## config.mk

```make
export PLATFORM = sky130hd
export DESIGN_NAME = core_frame_fetch
export DESIGN_NICKNAME = d
export VERILOG_FILES = /design/src/rtl/core_frame_fetch_pkg.sv /design/src/rtl/core_frame_fetch_slot_mux.sv /design/src/rtl/core_frame_fetch.sv
export SDC_FILE = /design/constraint.sdc
export NUM_CORES = 1
export LEC_CHECK = 0
export ABC_CLOCK_PERIOD_IN_PS = 7900
export CAP_MARGIN = 20
export CORE_MARGIN = 4
export CORE_UTILIZATION = 35
export CTS_CLUSTER_SIZE = 14
export DETAILED_ROUTE_END_ITERATION = 6
export DONT_BUFFER_PORTS = 1
export PLACE_DENSITY = 0.51
export SKIP_CTS_REPAIR_TIMING = 1
export SYNTH_ARGS = -nofsm -noshare
export SYNTH_HDL_FRONTEND = slang
export SYNTH_HIERARCHICAL = 1
export SYNTH_SLANG_ARGS = --single-unit
```

## constraint.sdc

```tcl
create_clock -name clk -period 7.9 [get_ports clk]
set_clock_uncertainty 0.1 [all_clocks]
set_input_delay 1.185 -clock clk [delete_from_list [all_inputs] [get_ports clk]]
set_output_delay 1.185 -clock clk [all_outputs]
set_load 0.01 [all_outputs]
```

## src/rtl/core_frame_fetch_pkg.sv

```systemverilog
// Shared definitions for the per-core frame fetch stage.
package core_frame_fetch_pkg;

  localparam int DEF_INSN_WIDTH  = 16;
  localparam int DEF_FRAME_INSNS = 16;
  localparam int DEF_R0_WIDTH    = 16;
  localparam int NUM_CORES       = 4;

  // Top nibble of an instruction that ends the frame early.
  localparam logic [3:0] OPC_STOP = 4'hF;

  typedef enum logic [1:0] {
    S_IDLE,
    S_ISSUE,
    S_DRAIN
  } fetch_state_t;

endpackage

```

## src/rtl/core_frame_fetch_slot_mux.sv

```systemverilog
// Combinational selection of one instruction slot from the latched frame.
module frame_slot_mux
  #(
    parameter int INSN_WIDTH  = 16,
    parameter int FRAME_INSNS = 16
  ) (
    input  logic [FRAME_INSNS*INSN_WIDTH-1:0]  frame,
    input  logic [$clog2(FRAME_INSNS)-1:0]     sel,
    output logic [INSN_WIDTH-1:0]              slot
  );

  assign slot = frame[sel*INSN_WIDTH +: INSN_WIDTH];

endmodule

```

## src/rtl/core_frame_fetch.sv

```systemverilog
// Per-core frame fetch: latches a frame on start, issues it slot by slot
// over valid/ready, then waits for the core to drain before going idle.
module core_frame_fetch
  import core_frame_fetch_pkg::*;
  #(
    parameter int INSN_WIDTH  = DEF_INSN_WIDTH,
    parameter int FRAME_INSNS = DEF_FRAME_INSNS,
    parameter int R0_WIDTH    = DEF_R0_WIDTH
  ) (
    input  logic                               clk,
    input  logic                               reset,
    input  logic                               start,
    input  logic [FRAME_INSNS*INSN_WIDTH-1:0]  insn_data,
    input  logic                               init_r0_en,
    input  logic [R0_WIDTH-1:0]                init_r0,
    output logic                               ready,
    output logic [INSN_WIDTH-1:0]              insn,
    output logic [$clog2(FRAME_INSNS)-1:0]     insn_pc,
    output logic                               insn_valid,
    input  logic                               insn_ready,
    output logic                               r0_we,
    output logic [R0_WIDTH-1:0]                r0_wdata,
    input  logic                               core_idle,
    output logic                               frame_done
  );

  localparam int PC_W = $clog2(FRAME_INSNS);
  localparam logic [PC_W-1:0] PC_LAST = PC_W'(FRAME_INSNS - 1);

  fetch_state_t                      state;
  logic [FRAME_INSNS*INSN_WIDTH-1:0] frame;
  logic [PC_W-1:0]                   pc;
  logic                              is_stop;

  frame_slot_mux #(
    .INSN_WIDTH  (INSN_WIDTH),
    .FRAME_INSNS (FRAME_INSNS)
  ) u_mux (
    .frame (frame),
    .sel   (pc),
    .slot  (insn)
  );

  assign insn_pc = pc;
  assign is_stop = (insn[INSN_WIDTH-1 -: 4] == OPC_STOP);

  // Done is qualified by the drain state so it can fire the same cycle
  // core_idle rises; reset suppresses it so an abandoned frame never reports.
  assign frame_done = (state == S_DRAIN) && core_idle && !reset;

  // Fetch FSM with pc counter, frame register and R0 holding regs.
  always_ff @(posedge clk) begin
    if (reset) begin
      state      <= S_IDLE;
      frame      <= '0;
      pc         <= '0;
      ready      <= 1'b1;
      insn_valid <= 1'b0;
      r0_we      <= 1'b0;
      r0_wdata   <= '0;
    end else begin
      // R0 strobe lives for the first issue cycle only.
      r0_we <= 1'b0;
      case (state)
        S_IDLE: begin
          if (start) begin
            frame      <= insn_data;
            pc         <= '0;
            r0_we      <= init_r0_en;
            r0_wdata   <= init_r0;
            ready      <= 1'b0;
            insn_valid <= 1'b1;
            state      <= S_ISSUE;
          end
        end
        S_ISSUE: begin
          if (insn_valid && insn_ready) begin
            // Last slot or STOP: the accepted insn is the final one, pc stays.
            if (pc == PC_LAST || is_stop) begin
              insn_valid <= 1'b0;
              state      <= S_DRAIN;
            end else begin
              pc <= pc + 1'b1;
            end
          end
        end
        S_DRAIN: begin
          if (core_idle) begin
            ready <= 1'b1;
            state <= S_IDLE;
          end
        end
        default: begin
          state      <= S_IDLE;
          ready      <= 1'b1;
          insn_valid <= 1'b0;
        end
      endcase
    end
  end

endmodule

```

# Word level (Yosys, flattened, before mapping)
# Index checks and enable logic that the tools add are counted.
# classes
reduce_logical,13
n_bitwise,4
eq_ne,9
addsub,1
mux,16
n_shift,1
# ops
operator,n
256-bit by 9-bit variable part select with 16-bit output,1
4-bit 2-to-1 mux,3
4-bit AND reduction,3
"2-bit inequality test, second input constant",5
"4-bit equality test, second input constant",2
2-bit 2-to-1 mux,4
4-bit one-hot mux with 2 select lines,1
1-bit one-hot mux with 3 select lines,2
2-bit one-hot mux with 3 select lines,1
1-bit 2-to-1 mux,5
"4-bit by 1-bit adder with 4-bit output, second input constant",1
1-bit NOT,4
1-bit logical AND,3
3-bit AND reduction,1
3-bit OR reduction,1
"2-bit by 1-bit equality test with 1-bit output, second input constant",1
"2-bit equality test, second input constant",1
2-bit zero test,1
2-bit AND reduction,1
2-bit nonzero test,1
1-bit zero test,1
1-bit logical OR,1
# word_totals
out_inout_bits,40
register_bits,281
wordCells,51
inputBits,278

# Logic depth before layout (Yosys ltp)
# Gate-level depths: netlist (run 1).
# depth
word_depth,6
mapped_depth,9
ltp_nobuf,7

# Modules after synthesis
# The synthesis (run 1) kept the hierarchy.
# modules_own_cells
mod,area_per_inst_um2,instances,cells_per_inst,seq_area_each_um2
core_frame_fetch,9874.5,1,1233,5625.4
frame_slot_mux,1933.1,1,137,0.0

# Worst setup path after synthesis (run 1)
# Ideal clock, no wire load.
# synth_timing
path_type,input -> output
startpoint,input port reset
endpoint,output port frame_done
path_stages,2
required_ns,6.615
path_buffers,1
path_slack_ns,4.811
t_arrival_ns,1.804
cell_sequence,clkbuf_1 -> nor4bb_1
# synth_via
elab_chain_len,2
# synth_rtl
element,line_no,source
from (decl),core_frame_fetch.sv:11,"input logic reset,"
1-bit zero test,core_frame_fetch.sv:49,assign frame_done = (state == S_DRAIN) && core_idle && !reset;
1-bit logical AND,core_frame_fetch.sv:49,
to (decl),core_frame_fetch.sv:24,output logic frame_done
# No other way between the ends.

# Final worst setup path (run 1)
# layout_timing
startpoint,"register pc[0], in the netlist insn_pc[0]"
endpoint,output port insn[0]
# layout_via
elab_chain_len,1
# layout_rtl
element,line_no,source
from (decl),core_frame_fetch.sv:32,logic [PC_W-1:0] pc;
from (signal assigned),core_frame_fetch.sv:83,pc <= pc + 1'b1;
256-bit by 9-bit variable part select with 16-bit output,core_frame_fetch_slot_mux.sv:12,assign slot = frame[sel*INSN_WIDTH +: INSN_WIDTH];
to (decl),core_frame_fetch.sv:17,"output logic [INSN_WIDTH-1:0] insn,"
# No other way between the ends.

==> results.yml, run 1 <==
status:
  outcome: "complete, no violations"
run:
  drv_cap: 0
routing:
  dr_total_vias: 9390
  wirelength_mm: 39.7
  route.detailed.drc: 0
  drt_first_pass_iters: 5
  viasPerCell: 5.32
  initialDrtViolationCount: 672
  wl_per_cell_um: 22.5
  antenna_left: 0
timing:
  fin_setup_tns_ps: 0
  whs_ps: 346
  hold_violations: 0
  worst_pin_slew_ps: 1090
  setup_viol: 0
  rsz0062_at_grt: "false"
  min_period_ps: 4530
  finalMaxSlewViolations: 0
  fmax_mhz: 221
  relSlewSlack_pct: 27.6
  fin_crit_sh_pct: 57.4
clock_network:
  cts_tree: "done"
  insertion_delay_ps: 570
  clk_pin_slew_worst_paths_ps: 70
  cts_max_path_buffers: 3
  root_buffer: "clkbuf_16"
  clkSinkCount: 281
  htree_num_levels: 1
  cts_made_buffers: 31
floorplanning:
  die_y_um: 192
  core_area_mm2: 0.0329
  die-area_mm2: 0.0367
  dieWidth_um: 192
  io_pins: 318
  initial_core_util_pct: 35.9
  placementRows: 66
pwr:
  intPower_w: 0.00248
  switching_share_pct: 25.3
  p_clk_share_pct: 45.1
  p_switching_w: 0.000841
  p_leak_nw: 4.58
  max-vdd-ir-drop_mv: 0.168
  p_per_area_mw_per_mm2: 259
  p_total_w: 0.00333
  p_seq_share_pct: 47.0
  combinationalPowerShare_pct: 7.9
synthesis:
  synth_nets: 1649
  syn_area_per_cell_um2: 8.62
  synth_cell_types: 34
  synth_edf_count: 0
  synthArstFlopShare_pct: 0
  synthFlopType: "dfxtp_1"
  ys_warn_count: 6
  synth_cells: 1370
  ys_seq_area_share_pct: 47.6
  synth_area_mm2: 0.0118
  ys_ff_latch: 281
global_route:
  grt_pass1_wl_mm: 57.8
  grt_overflow: 0
  grt_max_degree: 284
  antenna_found_initial: 0
  grt.total_usage_pct: 20.7
  grt_pass1_vias: 9170
critical_path:
  cp_cell_sequence: "buf_4, mux4_2, a22oi_1, nand2_1"
  crit_buf_inv: 1
  start_kind: "flop"
  critical_path_required_ps: 6610
  critPathSlowestCell: "dfxtp_4"
  arrival_ps: 3250
  critPathKind: "reg -> out"
  path_max_fanout: 36
  worst_setup_path_end_kind: "primary output"
  critPathMaxStageDelay_ps: 790
  cp_top_family: "flip-flops"
cells_and_area:
  finalNonFillerCells: 1766
  mostFrequentLayoutCells: "nand2_1 (564), dfxtp_1 (279), a21oi_1 (275), mux4_2 (54)"
  fillers: 3465
  nNetsFinal: 1579
  area_growth_pct: 8.56
  drive_gt1_share_pct: 9.52
  antennaDiodeCount: 0
  final_common_cell: "nand2_1"
min_path:
  hold_class: "reg -> reg"
place:
  gp_congestion: 0.802
  port-buffer-count: 0
  dpl.cell_count: 1709
  dp_hpwl_mm: 28.4
-- power groups by stage --
| stage | sequential, W | clock (W) | combinational (W) |
|---|---|---|---|
| 2_1_floorplan | 0.00157 | 0 | 0.000241 |
| 3_3_place_gp | 0.00159 | 0 | 0.000262 |
| 3_5_place_dp | 0.00159 | 0 | 0.000268 |
| 4_1_cts | 0.00156 | 0.00153 | 0.000268 |
| 5_1_grt | 0.00157 | 0.00159 | 0.000296 |
| 6_report | 0.00156 | 0.00150 | 0.000264 |
-- cell families (layout without fill, tap and decap cells) --
| group | Yosys count | count (layout) | share of synthesized area [%] |
|---|---|---|---|
| multiplexers | 66 | 66 | 12.7 |
| buffers and inverters | 114 | 68 | 5.91 |
| flip-flops | 281 | 281 | 47.6 |
| adder cells (fa/ha/maj) | 1 | 1 | 0.106 |
| AO/OA/AOI/OAI | 314 | 314 | 14.1 |
| AND/OR/NAND/NOR | 594 | 594 | 19.5 |
-- sequential cells by signal, indices dropped and copies added (netlist names) --
name	flops
insn_pc	4
r0_wdata	16
state	2
insn_valid	1
frame	256
r0_we	1
ready	1
-- tightest hold or removal path, stage by stage, from the launching register on --
cell and delay (ps):
dfxtp_1 300, nand2_1 50, a21oi_1 50
-- final timing paths --
kind,from,endpoint,slack (ps),cells past startpoint
worst max register to register,insn_pc[0],insn_pc[3],4050,8
worst max-delay path,insn_pc[0],insn[0],3370,4
worst min register to register,frame[46],frame[46],350,2
worst min-delay path,frame[46],frame[46],350,2
-- layout make-up --
type	count	area, um2	area share (%)
flip-flops and latches	281	5630	43.9
multi-input cells	975	5500	42.9
clock buffers	40	881	6.87
well taps	442	553	4.31
clock inverters	17	176	1.38
repair buffers	10	75.1	0.586
inverters	1	3.75	0.0293
-- per-layer routing --
metal	wire length, um	GRT usage [%]	vias up
met5	0	0	-
met4	871	4.64	0
met3	3180	5.23	44
met2	18000	32.2	324
met1	17700	29.3	4533
li1	-	-	4489
-- stage by stage --
step           util, %  instance area [um2]  worst slack, ps
2_1_floorplan        -                11800             4810
3_3_place_gp      35.8                11800             3920
3_5_place_dp      35.8                11800             3900
4_1_cts           39.0                12800             3290
5_1_grt           39.0                12800             3160
6_report          39.0                12800             3370
-- cell usage after synthesis, drive strengths merged, types with 2 or more instances --
cell	instances	area (um2)
a31oi	2	12.5
nor3	2	10.0
nand3b	2	15.0
clkbuf	38	143
dfxtp	281	5630
mux2	2	22.5
buf	75	552
mux4	64	1480
a21oi	275	1380
nor2b	3	18.8
a22oi	32	240
nor2	7	26.3
nand2	564	2120
and2	2	12.5
nand2b	3	18.8
nand3	4	20.0
No activity file was read; power rests on OpenSTA's default activity.
==> run 2, diff against run 1 <==
--- a/config.mk
+++ b/config.mk
@@ -5,7 +5,8 @@
 export SDC_FILE = /design/constraint.sdc
 export NUM_CORES = 1
 export LEC_CHECK = 0
-export ABC_CLOCK_PERIOD_IN_PS = 7900
+export ABC_AREA = 1
+export ABC_CLOCK_PERIOD_IN_PS = 4200
 export CAP_MARGIN = 20
 export CORE_MARGIN = 4
 export CORE_UTILIZATION = 35
==> constraint.sdc (replaced) <==
create_clock -name clk -period 4.2 [get_ports clk]
set_clock_uncertainty 0.1 [all_clocks]
set_input_delay 0.63 -clock clk [delete_from_list [all_inputs] [get_ports clk]]
set_output_delay 0.63 -clock clk [all_outputs]
set_load 0.01 [all_outputs]
==> run 2 against run 1 <==
Critical path depth grew 2. Area after synthesis is 10% higher. Worst setup slack worse by 2400 ps. Largest cell class is now multi-input gates. First-iteration DRC count is 48% higher. Clock-buffer cell count grew 12. Non-clock buffer count is 6 higher. Register-to-register slack got worse by 2700 ps. Synthesized cell count rose by 48%. Final cell count is 38% higher. Via count is 29% higher.
==> results.yml, run 2 <==
cells_and_area:
  mostFrequentLayoutCells: "nor2_1 (550), nand2_1 (355), dfxtp_1 (278), o21ai_0 (265), inv_1 (207)"
  utilization_pct: 39.0
  final_common_cell: "nor2_1"
  drive_gt1_share_pct: 4.32
  largest_register_ffs: 256
  nNetsFinal: 2220
  regMostFlops: "frame"
  finalNonFillerCells: 2435
  fillers: 4012
  area_growth_pct: 9.80
  antennaDiodeCount: 0
synthesis:
  synth_cells: 2030
  synth_fa_ha_area_share_pct: 0.0960
  yosys-top-cells-count: "nor2_1 (550), nand2_1 (355), dfxtp_1 (281)"
  synth_top_cell_by_area: "dfxtp_1"
  ys_warn_count: 6
  synthArstFlopShare_pct: 0
  synth_area_mm2: 0.0130
  netlist.area_leader.share_pct: 43.1
  synth_edf_count: 0
  ys_seq_area_share_pct: 43.1
  synth_area_leaders: "dfxtp_1 (43%), nor2_1 (16%), nand2_1 (10%), o21ai_0 (10%), nand3_1 (7.8%)"
  synth_compound_area_share_pct: 10.8
  synth_nets: 2309
  ys_ff_latch: 281
  synth_cell_types: 24
  synthMuxAreaShare_pct: 0
  yosysMostFrequentCell: "nor2_1"
  synthSimpleGateAreaFrac_pct: 34.3
  synthXorXnorAreaFrac_pct: 0.0672
  synthFlopType: "dfxtp_1"
  synth_top_family_by_area: "simple AND/OR/NAND/NOR gates"
  syn_area_per_cell_um2: 6.42
floorplanning:
  dieWidth_um: 201
  initial_core_util_pct: 35.5
  die_y_um: 201
  die-area_mm2: 0.0404
  placementRows: 70
  core_area_mm2: 0.0367
  io_pins: 318
run:
  drv_cap: 0
timing:
  relSlewSlack_pct: 36.8
  whs_ps: 63.7
  finalMaxSlewViolations: 0
  worst_pin_slew_ps: 948
  hold_violations: 0
  fin_crit_sh_pct: 75.9
  fin_setup_tns_ps: 0
  rsz0062_at_grt: "false"
  min_period_ps: 3190
  fmax_mhz: 314
  worst_slack_ps: 1010
  setup_viol: 0
global_route:
  grt_pass1_vias: 11500
  grt_pass1_wl_mm: 67.6
  antenna_found_initial: 1
  grt_max_degree: 155
  grt_overflow: 0
  grt.total_usage_pct: 21.2
clock_network:
  cts_made_buffers: 34
  insertion_delay_ps: 530
  cts_max_path_buffers: 3
  htree_num_levels: 2
  root_buffer: "clkbuf_16"
  cts_tree: "done"
  clkSinkCount: 281
  clk_pin_slew_worst_paths_ps: 60
place:
  dpl.cell_count: 2372
  dpl_worst_slack_ps: 1410
  gp_congestion: 0.850
  dp_hpwl_mm: 32.0
  port-buffer-count: 0
critical_path:
  arrival_ps: 2460
  path_max_fanout: 33
  worst_setup_path_end_kind: "primary output"
  start_kind: "flop"
  critical_path_required_ps: 3470
  worstSetupStartpoint: "insn_pc[1]"
  critPathKind: "reg -> out"
  r2r_start: "insn_pc[0]"
routing:
  drt_first_pass_iters: 5
  initialDrtViolationCount: 994
  viasPerCell: 4.97
  wirelength_mm: 44.4
  dr_total_vias: 12100
  route.detailed.drc: 0
  wl_per_cell_um: 18.2
  antenna_left: 0
pwr:
  p_leak_nw: 6.29
  max-vdd-ir-drop_mv: 0.257
  p_per_area_mw_per_mm2: 566
min_path:
  hp-start: "reset"
  hold_class: "in -> reg"
status:
  outcome: "complete, no violations"
==> run 2: path summary, 6_finish.rpt <==
check	slack, ps	to	depth (start not counted)
setup / recovery	1010	insn[3]	6
hold / removal	60	insn_pc[2]	1
setup reg to reg	1400	insn_pc[1]	16
hold reg to reg	380	frame[212]	2
==> run 2: logic make-up after synthesis <==
family                     after synthesis
xor gates and xnor gates                 1
adders and majority gates                1
DFF                                    281
and+or+nand+nor                       1115
buffers and inverters                  352
AOI/OAI and AO/OA                      280
==> run 2: cell type report <==
class	instances	area, um2	share of cell area, %
Timing Repair Buffer	16	165	1.15
Tap cell	468	586	4.09
Inverter	211	807	5.64
Clock inverter	10	131	0.918
Clock buffer	52	1090	7.64
Multi-Input combinational cell	1397	5900	41.2
Sequential cell	281	5630	39.3
==> run 2: worst max-delay path, stage by stage, from the launching register on <==
cell     delay (ps)
dfxtp_2         320
inv_2           430
buf_4           470
nand3_1         200
nand3_1         200
nand3_1          90
nand2_1         190
==> run 2: per-stage QoR <==
stage / total power [W] / area [um2]
finish: 0.00810 / 14300
detailed placement: 0.00498 / 13100
floorplan: 0.00452 / 13000
CTS: 0.00819 / 14300
global placement: 0.00495 / 13100
global route: 0.00858 / 14300
==> run 2: where the power goes <==
group | leakage (nW) | internal, W | total [W] | switching, W
combinational | 3.35 | 0.000512 | 0.00175 | 0.00123
sequential | 2.33 | 0.00299 | 0.00318 | 0.000189
clock | 0.606 | 0.00198 | 0.00317 | 0.00118
total | 6.29 | 0.00549 | 0.00810 | 0.00261
==> run 2: layer usage <==
layer / global-route usage, % / vias up / share of wire, %
met4: 5.43 / 2 / 1.9
li1: - / 6117 / -
met5: 0 / - / 0.029
met3: 4.26 / 50 / 6.5
met2: 35.1 / 365 / 46
met1: 28.4 / 5556 / 45
